[config.mk]
export PLATFORM = sky130hd
export DESIGN_NAME = ga_fitness_eval_flat
export DESIGN_NICKNAME = d
export VERILOG_FILES = /design/src/rtl/ga_pkg.sv /design/src/rtl/ga_fitness_eval_if.sv /design/src/rtl/ga_abs_diff.sv /design/src/rtl/ga_fitness_eval.sv /design/src/flat_wrapper.sv
export SDC_FILE = /design/constraint.sdc
export NUM_CORES = 1
export LEC_CHECK = 0
export CELL_PAD_IN_SITES_DETAIL_PLACEMENT = 0
export CELL_PAD_IN_SITES_GLOBAL_PLACEMENT = 2
export CORE_UTILIZATION = 36
export CTS_CLUSTER_SIZE = 24
export DETAILED_ROUTE_END_ITERATION = 10
export PLACE_DENSITY_LB_ADDON = 0.2
export SLEW_MARGIN = 20
export SYNTH_ARGS = -nofsm -noshare
export SYNTH_HDL_FRONTEND = slang
export SYNTH_SLANG_ARGS = --single-unit
[constraint.sdc]
create_clock -name clk -period 5.3 [get_ports clk]
set_input_delay 0.795 -clock clk [delete_from_list [all_inputs] [get_ports clk]]
set_output_delay 0.795 -clock clk [all_outputs]
set_load 0.03 [all_outputs]
[src/rtl/ga_pkg.sv]
// ga_pkg
// Shared types and constants for the genetic-algorithm fitness evaluator.
//   SIZE       coordinate width in bits
//   MAX_COORD  largest legal coordinate value
//   coord_t    one coordinate
//   fit_t      fitness value; one bit wider than a coordinate so that
//              |dx| + |dy| can never overflow
//   FIT_WORST  all-ones fitness given to out-of-range candidates
//   state_t    generation FSM states
package ga_pkg;

    localparam int SIZE      = 8;
    localparam int MAX_COORD = 180;

    typedef logic [SIZE-1:0] coord_t;
    typedef logic [SIZE:0]   fit_t;

    localparam fit_t FIT_WORST = '1;

    typedef enum logic [1:0] {
        ACCEPT,
        DRAIN,
        DONE
    } state_t;

    // True when either coordinate lies outside the legal playing field.
    function automatic logic out_of_range(input coord_t x, input coord_t y);
        return (x > coord_t'(MAX_COORD)) || (y > coord_t'(MAX_COORD));
    endfunction

endpackage

[src/rtl/ga_fitness_eval_if.sv]
// ga_fitness_eval_if
// Bundles the candidate handshake, the per-candidate fitness stream and
// the end-of-generation result of the fitness evaluator.
//   master modport: the chromosome generator / selection side
//   slave  modport: the fitness evaluator itself
// Signals:
//   target_x/target_y  target coordinate
//   cand_valid/ready   candidate handshake, cand_x/cand_y the candidate
//   fit_valid/fit      per-candidate fitness (lower is better)
//   gen_done           one-cycle pulse at end of a generation
//   best_x/best_y/best_fit  best candidate of last completed generation
//   gen_count          completed generations (wraps)
interface ga_fitness_eval_if;
    import ga_pkg::*;

    coord_t      target_x;
    coord_t      target_y;
    logic        cand_valid;
    logic        cand_ready;
    coord_t      cand_x;
    coord_t      cand_y;
    logic        fit_valid;
    fit_t        fit;
    logic        gen_done;
    coord_t      best_x;
    coord_t      best_y;
    fit_t        best_fit;
    logic [15:0] gen_count;

    modport master (
        output target_x, target_y, cand_valid, cand_x, cand_y,
        input  cand_ready, fit_valid, fit, gen_done,
               best_x, best_y, best_fit, gen_count
    );

    modport slave (
        input  target_x, target_y, cand_valid, cand_x, cand_y,
        output cand_ready, fit_valid, fit, gen_done,
               best_x, best_y, best_fit, gen_count
    );

endinterface

[src/rtl/ga_abs_diff.sv]
// ga_abs_diff
// Combinational unsigned absolute difference of two coordinates.
//   a, b  : coordinates
//   diff  : |a - b|, same width as the inputs
module ga_abs_diff
    import ga_pkg::*;
(
    input  coord_t a,
    input  coord_t b,
    output coord_t diff
);

    // Subtract the smaller from the larger so the result never wraps.
    assign diff = (a >= b) ? (a - b) : (b - a);

endmodule

[src/rtl/ga_fitness_eval.sv]
// ga_fitness_eval
// Scores candidate (x, y) coordinates against a target coordinate with the
// Manhattan distance and tracks the best candidate of each generation of
// POP_SIZE candidates.
// Ports:
//   clk    system clock, rising edge
//   reset  synchronous, active-low
//   bus    ga_fitness_eval_if.slave (candidate handshake, fitness stream,
//          end-of-generation best result, generation counter)
// Parameters:
//   POP_SIZE  candidates per generation (2 or more)
// Build option:
//   GA_FIT_RANGE_CHECK_EN  when defined, a candidate with either coordinate
//                          above MAX_COORD is scored FIT_WORST.
// Pipeline: candidate capture -> S1 absolute differences -> S2 sum, so a
// candidate accepted at edge N shows fit_valid after edge N+2.
module ga_fitness_eval
    import ga_pkg::*;
#(
    parameter int POP_SIZE = 16
)
(
    input  logic clk,
    input  logic reset,
    ga_fitness_eval_if.slave bus
);

    localparam int CNT_W = $clog2(POP_SIZE + 1);
    localparam logic [CNT_W-1:0] LAST_IDX = CNT_W'(POP_SIZE - 1);

    // Generation FSM and its registered outputs
    state_t           state;
    logic [CNT_W-1:0] count;
    logic             cand_ready_q;
    logic             gen_done_q;
    coord_t           best_x_q;
    coord_t           best_y_q;
    fit_t             best_fit_q;
    logic [15:0]      gen_count_q;

    // Handshake decode
    logic accept;
    logic first_accept;
    logic last_accept;

    // Target latched at the start of each generation
    coord_t tx;
    coord_t ty;

    // Capture stage
    logic   s0_valid;
    logic   s0_first;
    logic   s0_last;
    coord_t s0_x;
    coord_t s0_y;

    // S1: absolute differences
    coord_t dx;
    coord_t dy;
    logic   s1_valid;
    logic   s1_first;
    logic   s1_last;
    coord_t s1_x;
    coord_t s1_y;
    coord_t s1_dx;
    coord_t s1_dy;
`ifdef GA_FIT_RANGE_CHECK_EN
    logic   s1_oor;
`endif
    fit_t   s1_fit;

    // S2: fitness output
    logic   s2_valid;
    logic   s2_last;
    fit_t   s2_fit;

    // Running best of the generation in progress
    coord_t run_x;
    coord_t run_y;
    fit_t   run_fit;

    assign accept       = bus.cand_valid && cand_ready_q;
    // count is already zero while in DONE, so the same test covers a
    // first accept made directly out of DONE.
    assign first_accept = accept && (count == '0);
    assign last_accept  = accept && (count == LAST_IDX);

    ga_abs_diff u_diff_x (
        .a    (s0_x),
        .b    (tx),
        .diff (dx)
    );

    ga_abs_diff u_diff_y (
        .a    (s0_y),
        .b    (ty),
        .diff (dy)
    );

    // Sum of the registered differences; out-of-range candidates are forced
    // to the worst score so they lose against any legal candidate.
    always_comb begin
        s1_fit = fit_t'(s1_dx) + fit_t'(s1_dy);
`ifdef GA_FIT_RANGE_CHECK_EN
        if (s1_oor) begin
            s1_fit = FIT_WORST;
        end
`endif
    end

    // Datapath: capture, difference and sum stages, plus the running best.
    // Each candidate carries first/last-of-generation tags down the pipe so
    // the best tracker and the FSM know where the generation boundaries are
    // without counting results separately.
    always_ff @(posedge clk) begin
        if (!reset) begin
            tx       <= '0;
            ty       <= '0;
            s0_valid <= 1'b0;
            s0_first <= 1'b0;
            s0_last  <= 1'b0;
            s0_x     <= '0;
            s0_y     <= '0;
            s1_valid <= 1'b0;
            s1_first <= 1'b0;
            s1_last  <= 1'b0;
            s1_x     <= '0;
            s1_y     <= '0;
            s1_dx    <= '0;
            s1_dy    <= '0;
`ifdef GA_FIT_RANGE_CHECK_EN
            s1_oor   <= 1'b0;
`endif
            s2_valid <= 1'b0;
            s2_last  <= 1'b0;
            s2_fit   <= '0;
            run_x    <= '0;
            run_y    <= '0;
            run_fit  <= '0;
        end else begin
            if (first_accept) begin
                tx <= bus.target_x;
                ty <= bus.target_y;
            end

            s0_valid <= accept;
            s0_first <= first_accept;
            s0_last  <= last_accept;
            if (accept) begin
                s0_x <= bus.cand_x;
                s0_y <= bus.cand_y;
            end

            s1_valid <= s0_valid;
            s1_first <= s0_valid && s0_first;
            s1_last  <= s0_valid && s0_last;
            if (s0_valid) begin
                s1_x  <= s0_x;
                s1_y  <= s0_y;
                s1_dx <= dx;
                s1_dy <= dy;
`ifdef GA_FIT_RANGE_CHECK_EN
                s1_oor <= out_of_range(s0_x, s0_y);
`endif
            end

            s2_valid <= s1_valid;
            s2_last  <= s1_valid && s1_last;
            if (s1_valid) begin
                s2_fit <= s1_fit;
            end

            // Strict less-than keeps the earliest candidate on a tie.
            if (s1_valid && (s1_first || (s1_fit < run_fit))) begin
                run_x   <= s1_x;
                run_y   <= s1_y;
                run_fit <= s1_fit;
            end else if (state == DONE) begin
                run_x   <= '0;
                run_y   <= '0;
                run_fit <= '0;
            end
        end
    end

    // Generation FSM. DONE still offers cand_ready so the next generation
    // can start the cycle after the gen_done pulse; the candidate count is
    // cleared on entry to DONE so a first accept there looks like any other.
    always_ff @(posedge clk) begin
        if (!reset) begin
            state        <= ACCEPT;
            count        <= '0;
            cand_ready_q <= 1'b0;
            gen_done_q   <= 1'b0;
            best_x_q     <= '0;
            best_y_q     <= '0;
            best_fit_q   <= '0;
            gen_count_q  <= '0;
        end else begin
            gen_done_q <= 1'b0;
            case (state)
                ACCEPT, DONE: begin
                    state        <= ACCEPT;
                    cand_ready_q <= 1'b1;
                    if (accept) begin
                        count <= count + 1'b1;
                        if (last_accept) begin
                            state        <= DRAIN;
                            cand_ready_q <= 1'b0;
                        end
                    end
                end
                DRAIN: begin
                    cand_ready_q <= 1'b0;
                    if (s2_valid && s2_last) begin
                        state        <= DONE;
                        cand_ready_q <= 1'b1;
                        gen_done_q   <= 1'b1;
                        best_x_q     <= run_x;
                        best_y_q     <= run_y;
                        best_fit_q   <= run_fit;
                        gen_count_q  <= gen_count_q + 16'd1;
                        count        <= '0;
                    end
                end
                default: begin
                    state        <= ACCEPT;
                    cand_ready_q <= 1'b0;
                end
            endcase
        end
    end

    assign bus.cand_ready = cand_ready_q;
    assign bus.fit_valid  = s2_valid;
    assign bus.fit        = s2_fit;
    assign bus.gen_done   = gen_done_q;
    assign bus.best_x     = best_x_q;
    assign bus.best_y     = best_y_q;
    assign bus.best_fit   = best_fit_q;
    assign bus.gen_count  = gen_count_q;

endmodule

[src/flat_wrapper.sv]
// flat-port wrapper written by rule: the top's interface ports become plain ports
module ga_fitness_eval_flat import ga_pkg::*;
#(
    parameter int POP_SIZE = 16
)
  (clk, reset, bus_target_x, bus_target_y, bus_cand_valid, bus_cand_x, bus_cand_y, bus_cand_ready, bus_fit_valid, bus_fit, bus_gen_done, bus_best_x, bus_best_y, bus_best_fit, bus_gen_count);
  ga_fitness_eval_if bus_i ();
  input  logic clk;
  input  logic reset;
  input wire logic [$bits(bus_i.target_x)-1:0] bus_target_x;
  input wire logic [$bits(bus_i.target_y)-1:0] bus_target_y;
  input wire logic [$bits(bus_i.cand_valid)-1:0] bus_cand_valid;
  input wire logic [$bits(bus_i.cand_x)-1:0] bus_cand_x;
  input wire logic [$bits(bus_i.cand_y)-1:0] bus_cand_y;
  output wire logic [$bits(bus_i.cand_ready)-1:0] bus_cand_ready;
  output wire logic [$bits(bus_i.fit_valid)-1:0] bus_fit_valid;
  output wire logic [$bits(bus_i.fit)-1:0] bus_fit;
  output wire logic [$bits(bus_i.gen_done)-1:0] bus_gen_done;
  output wire logic [$bits(bus_i.best_x)-1:0] bus_best_x;
  output wire logic [$bits(bus_i.best_y)-1:0] bus_best_y;
  output wire logic [$bits(bus_i.best_fit)-1:0] bus_best_fit;
  output wire logic [$bits(bus_i.gen_count)-1:0] bus_gen_count;
  assign bus_i.target_x = bus_target_x;
  assign bus_i.target_y = bus_target_y;
  assign bus_i.cand_valid = bus_cand_valid;
  assign bus_i.cand_x = bus_cand_x;
  assign bus_i.cand_y = bus_cand_y;
  assign bus_cand_ready = bus_i.cand_ready;
  assign bus_fit_valid = bus_i.fit_valid;
  assign bus_fit = bus_i.fit;
  assign bus_gen_done = bus_i.gen_done;
  assign bus_best_x = bus_i.best_x;
  assign bus_best_y = bus_i.best_y;
  assign bus_best_fit = bus_i.best_fit;
  assign bus_gen_count = bus_i.gen_count;
  ga_fitness_eval #(.POP_SIZE(POP_SIZE)) u_core (.clk(clk), .reset(reset), .bus(bus_i));
endmodule
# == Word-level counts from Yosys, hierarchy flattened ==
# Cells that the tools add are included.
# op_classes
addsub,7
multipliers,0
div_mod_pow,0
magnitude_cmp,3
n_eq_ne,5
shifts,0
muxes,18
n_bitwise,0
reduce_logical,17
# ops
cell,count
8-bit 2-to-1 mux,5
8-bit subtractor,4
9-bit 2-to-1 mux,2
"16-bit by 1-bit adder with 16-bit output, second input constant",1
8-bit greater-or-equal comparator,2
5-bit 2-to-1 mux,2
5-bit case mux with 2 select lines,1
8-bit by 8-bit adder with 9-bit output,1
9-bit less-than comparator,1
1-bit logical AND,8
"5-bit by 1-bit adder with 5-bit output, second input constant",1
"5-bit by 4-bit == test with 1-bit output, second input constant",1
5-bit logical NOT,1
1-bit 2-to-1 mux,4
2-bit 2-to-1 mux,2
"2-bit by 1-bit inequality test with 1-bit output, second input constant",2
2-bit case mux with 2 select lines,1
2-bit AND reduction,2
2-bit nonzero test,2
3-bit AND reduction,1
"2-bit by 1-bit == test with 1-bit output, second input constant",1
"2-bit == test, second input constant",1
2-bit logical NOT,1
1-bit case mux with 2 select lines,1
2 further kinds,2
# totals
register_bits,156
latchBits,0
mem_bits_rw,0
mem_bits_ro,0
inputBits,35
out_inout_bits,53
word_cells,78
mem_count,0

# == Longest topological paths before layout ==
# logic_depth
word_depth,5
mapped_depth,15
ltp_nobuf,14

# == By module ==
# From an unflattened synthesis, not the netlist that was laid out.
# unflattened
cells_unflattened,867
hier_area_um2,7388.3
# by_module_without_submodules
module,n_inst,cells_each,area_each_um2
ga_fitness_eval,1,705,6084.6
ga_abs_diff,2,81,651.9

# == Least setup slack after synthesis ==
# No wires, ideal clock.
# synth_timing
path_kind,register to register
start,reg u_core.s1_dy[0]
end,reg u_core.run_fit[3]
setup_ns,0.070
t_arrival_ns,3.161
slack_ns,2.068
path_stages_with_launch,16
n_path_buf,1
cell_sequence,dfxtp_1 > ha_1 > fa_1 > a21o_1 > a21oi_1 > o21ai_0 > o41ai_1 > inv_1 > ha_1 > a21oi_1 > o21a_1 > o21a_1 > o31a_1 > buf_2 > nand2_1 > a21oi_1
# synth_between
elab_chain_cells,5
# synth_rtl
item,line_no,text
start: declaration,ga_fitness_eval.sv:66,coord_t s1_dy;
start signal: assignment,ga_fitness_eval.sv:161,s1_dy <= dy;
8-bit by 8-bit adder with 9-bit output *,ga_fitness_eval.sv:103,s1_fit = fit_t'(s1_dx) + fit_t'(s1_dy);
named net u_core.s1_fit[8],ga_fitness_eval.sv:70,fit_t s1_fit;
9-bit less-than comparator *,ga_fitness_eval.sv:174,if (s1_valid && (s1_first || (s1_fit < run_fit))) begin
1-bit logical OR *,ga_fitness_eval.sv:174,
1-bit logical AND *,ga_fitness_eval.sv:174,
9-bit 2-to-1 mux or 2-bit nonzero test (tied branches),--,
end signal: assignment,ga_fitness_eval.sv:177,run_fit <= s1_fit;
end: declaration,ga_fitness_eval.sv:80,fit_t run_fit;
# Mark *: on every way through the listed nets, which the timed path passes. The rest lies on a longest branch.
# A chain may end at the register's enable or synchronous reset.

# == Worst setup path after layout ==
# layout_timing
start,reg u_core.s1_dy[0]
end,reg u_core.run_x[6]
# layout_between
elab_chain_cells,5
# layout_rtl
item,line_no,text
8-bit by 8-bit adder with 9-bit output *,ga_fitness_eval.sv:103,
named net u_core.s1_fit[8],ga_fitness_eval.sv:70,
9-bit less-than comparator *,ga_fitness_eval.sv:174,
1-bit logical OR *,ga_fitness_eval.sv:174,
1-bit logical AND *,ga_fitness_eval.sv:174,
8-bit 2-to-1 mux or 2-bit nonzero test (tied branches),--,
end signal: assignment,ga_fitness_eval.sv:137,run_x <= '0;
end signal: assignment,ga_fitness_eval.sv:175,run_x <= s1_x;
end signal: assignment,ga_fitness_eval.sv:179,run_x <= '0;
end: declaration,ga_fitness_eval.sv:78,coord_t run_x;
# Marked as above.

==> results.txt <==
The flow ran to the end, and the final reports show no timing, DRC or antenna violations. The tool flagged a number of max-cap violations equal to 0. The logs give 2 for the buffer depth of the longest clock path and 0.00295 W for the total power draw.

Setup repair after global routing left no endpoint under its margin. Dividing the detail-routed via count by the number of cells gives 4.96. Of all nets on the critical path, the largest fanout is 25. The average footprint of a synthesized cell was 8.45 um^2; the total setup violations reported at the end of the flow was 0. For the number of routed nets with antenna violations, the log shows 0.

Compared with the post-synthesis result, the final layout area differs by 22.6%. The first detailed-routing pass ran for 5 iterations. The number of antenna diodes in the final layout is 0. The slew at the pin closest to its max-slew limit was 1.03 ns.

Synthesis produced a netlist whose cell count is 879. For this run, the top clock speed supported by timing is 247 MHz. For this design the static power due to leakage is 3.38 nW. The worst hold path class was reg -> reg.

The DRC violation total after the first TritonRoute iteration was 256; the total placed instance area was 8440 um^2. Data arrives at the worst endpoint at 4.40 ns. The clock root buffer was sky130_fd_sc_hd__clkbuf_16.

The tools report the final-report max-slew violation count as 0. The number of warnings reported in the yosys synthesis log was 0. The global-route wire length before repair is 30000 um.

For this design, the sink count on the clock tree is 156. For the total count of hold-check failures in the final report, the log shows 0. Counting flops with a built-in enable in the synthesized netlist gives 0. The main flop type after synthesis was sky130_fd_sc_hd__dfxtp_1. The total DRC errors in the routed layout came out at 0.

In this run the power density over the cells is 324 nW/um^2. The tools report the number of antenna violations at the first check in global routing as 0. The worst hold path passes through 2 cells.

The tools report the number of buffers inserted for hold repair after clock tree synthesis as 0. The tools report the total CTS buffers as 17. After layout, the worst path uses 76.5% of the clock period. The register bit total from synthesis was 156; the cell row count was 52. Routability-driven placement finished with a final weighted congestion of 0.785. The floorplan step set the die width to 146 um. The number of nets in the synthesized netlist was 969. After filler insertion, the fill cell instance count of the layout stands at 1997.

The H-tree was split into 4 levels. For the pin count of the biggest net entering global routing, the log shows 55. The final clock skew is 0.00934 ns.

Across the VDD grid, the largest voltage drop is 0.207 mV. The number of global-route vias before repair was 5787; the total via count in the routed design was 6073. Layout net count: 1032. The logs give 0 for the count of cells resized by post-cts repair and 0 ns for the total negative slack. The sum of net half-perimeters after detailed placement was 13500 um. The run gives 42.1% as the part of the Yosys area used for sequential elements. The critical path in this run is classified as reg -> reg. The routed design could run at a clock period as short as 4.06 ns. The later pin in the worst-skew pair is clocked with a latency of 0.42 ns. After synthesis, the share of flip-flops with an asynchronous set or reset is 0%. The die covers 21200 um^2. The logs give 88 for the count of pins on the block boundary and 36.7% for the initial standard-cell utilization of the core.

After global routing the overflow that remains totals 0. Clock-pin slew was measured on the worst setup and hold paths at 0.06 ns. The depth of the worst register-to-register path came out at 14. The region available for standard cell placement spans 20200 um^2.

STA classifies the critical path startpoint as a flop. Kind of capture point of the worst setup path: a flop. The combined area of all synthesized cells was 7420 um^2; the all-layer global routing usage was 17.9%. After clock tree synthesis, the setup repair step added 0 buffers. The worst pin sits at a relative slew slack of 31.5%. The run gives 18500 um as the routed wire length. The layout cell share with drive strength beyond 1 is 5.55%, and the count of input and output buffers is 87.

The finished cells cover 9100 um^2. Synthesis instantiated 53 different standard cells from the library. TritonCTS built the clock tree. For the worst setup path, the data required time is 5.65 ns. The die is 146 um tall. The post-detailed-route wirelength per cell came out at 15.1 um.
## sequential cells by signal, summed over array words and instances, names as in the netlist, 9 cells and up
signal,flops
u_core.bus.gen_count,16
u_core.run_fit,9
u_core.bus.fit,9
u_core.bus.best_fit,9
## power by group
group / internal [W] / switching, W
Sequential: 0.00120 / 0.0000248
Clock: 0.000855 / 0.000493
Combinational: 0.000165 / 0.000218
## synthesized netlist by cell type (2+ instances only)
cell type	count	area (um^2)
sky130_fd_sc_hd__a211o_1	2	17.5
sky130_fd_sc_hd__a211oi_1	5	37.5
sky130_fd_sc_hd__a21o_1	8	60.1
sky130_fd_sc_hd__a21oi_1	119	596
sky130_fd_sc_hd__a21oi_2	2	17.5
sky130_fd_sc_hd__a21oi_4	2	32.5
sky130_fd_sc_hd__a221oi_1	4	35.0
sky130_fd_sc_hd__a31oi_1	6	37.5
sky130_fd_sc_hd__a32oi_1	2	17.5
sky130_fd_sc_hd__and2_1	3	18.8
sky130_fd_sc_hd__and3_1	7	43.8
sky130_fd_sc_hd__and4b_1	2	20.0
sky130_fd_sc_hd__buf_1	7	26.3
sky130_fd_sc_hd__buf_2	7	35.0
sky130_fd_sc_hd__buf_4	5	37.5
sky130_fd_sc_hd__buf_6	4	45.0
sky130_fd_sc_hd__clkbuf_1	28	105
sky130_fd_sc_hd__dfxtp_1	156	3120
sky130_fd_sc_hd__fa_1	5	100
sky130_fd_sc_hd__ha_1	50	626
sky130_fd_sc_hd__inv_1	50	188
sky130_fd_sc_hd__mux2i_1	37	370
sky130_fd_sc_hd__nand2_1	165	619
sky130_fd_sc_hd__nand2b_1	3	18.8
sky130_fd_sc_hd__nand3_1	40	200
sky130_fd_sc_hd__nand3b_1	5	37.5
sky130_fd_sc_hd__nand4_1	6	37.5
sky130_fd_sc_hd__nand4b_1	2	17.5
sky130_fd_sc_hd__nor2_1	62	233
sky130_fd_sc_hd__nor2b_1	2	12.5
sky130_fd_sc_hd__nor3_1	6	30.0
sky130_fd_sc_hd__o211a_1	2	20.0
sky130_fd_sc_hd__o211ai_1	2	15.0
sky130_fd_sc_hd__o21a_1	2	15.0
sky130_fd_sc_hd__o21ai_0	21	105
sky130_fd_sc_hd__o31a_1	2	17.5
sky130_fd_sc_hd__o41ai_1	2	17.5
sky130_fd_sc_hd__or3_1	6	37.5
sky130_fd_sc_hd__xnor2_1	15	131
sky130_fd_sc_hd__xor2_1	12	105
## cell type report
type	count	area, um^2	share of cell area (%)
flip-flops and latches	156	3120	34.3
clock inverters	12	206	2.27
repair buffers	96	942	10.3
multi-input cells	621	3860	42.4
well taps	270	338	3.71
inverters	50	190	2.09
clock buffers	20	447	4.91
## critical path: stages (launching register included)
cell and delay, ns:
sky130_fd_sc_hd__dfxtp_1 0.31, sky130_fd_sc_hd__ha_1 0.22, sky130_fd_sc_hd__fa_1 0.41, sky130_fd_sc_hd__a21o_1 0.19, sky130_fd_sc_hd__a21oi_1 0.26, sky130_fd_sc_hd__o21ai_0 0.14, sky130_fd_sc_hd__o41ai_1 0.46, sky130_fd_sc_hd__inv_1 0.09
sky130_fd_sc_hd__ha_1 0.33, sky130_fd_sc_hd__a21oi_1 0.15, sky130_fd_sc_hd__o21a_1 0.13, sky130_fd_sc_hd__o21a_1 0.17, sky130_fd_sc_hd__o31a_1 0.84, sky130_fd_sc_hd__nand2_1 0.13, sky130_fd_sc_hd__a21oi_1 0.15
## final timing paths
kind	startpoint	end	slack, ns
setup / recovery	u_core.s1_dy[0]	u_core.run_x[6]	1.24
hold / removal	u_core.bus.best_fit[2]	u_core.bus.best_fit[2]	0.45
setup reg to reg	u_core.s1_dy[0]	u_core.run_x[6]	1.24
hold reg to reg	u_core.bus.best_fit[2]	u_core.bus.best_fit[2]	0.45
## per-layer routing
layer / vias to the layer above / global-route usage [%] / part of all wire [%]
met2: 111 / 28.9 / 46
met5: - / 0 / 0
met1: 2836 / 23.9 / 49
li1: 3102 / - / -
met4: 0 / 7.11 / 2.0
met3: 24 / 3.10 / 3.0
## cell families after synthesis
logic type / after synthesis / share of synthesized area, %
AO/OA/AOI/OAI: 185 / 14.9
XOR/XNOR: 27 / 3.19
adder cells (fa/ha/maj): 55 / 9.77
buffers and inverters: 102 / 6.00
flip-flops: 156 / 42.1
multiplexers: 39 / 5.34
AND/OR/NAND/NOR: 315 / 18.7
## cells in the final DEF (no fill, tap or decap), drive strengths merged, types with 8 or more instances in the layout
master	count
a21oi	123
xnor2	15
buf	9
xor2	12
ha	50
nor2	63
o21ai	22
nand2	165
dfxtp	156
clkdlybuf4s50	87
nand3	40
a21o	8
and3	8
inv	54
clkbuf	20
mux2i	37
## per-stage QoR
step,util [%],worst slack (ns),hold slack (ns),cells
4_1_cts,44.9,1.23,0.455,1224
3_3_place_gp,41.7,1.36,0.440,1192
2_1_floorplan,-,2.07,0.431,879
6_report,45.0,1.24,0.454,1225
5_1_grt,45.0,0.869,0.469,1225
3_5_place_dp,41.7,1.23,0.446,1192
No activity file was read; power rests on OpenSTA's default activity.
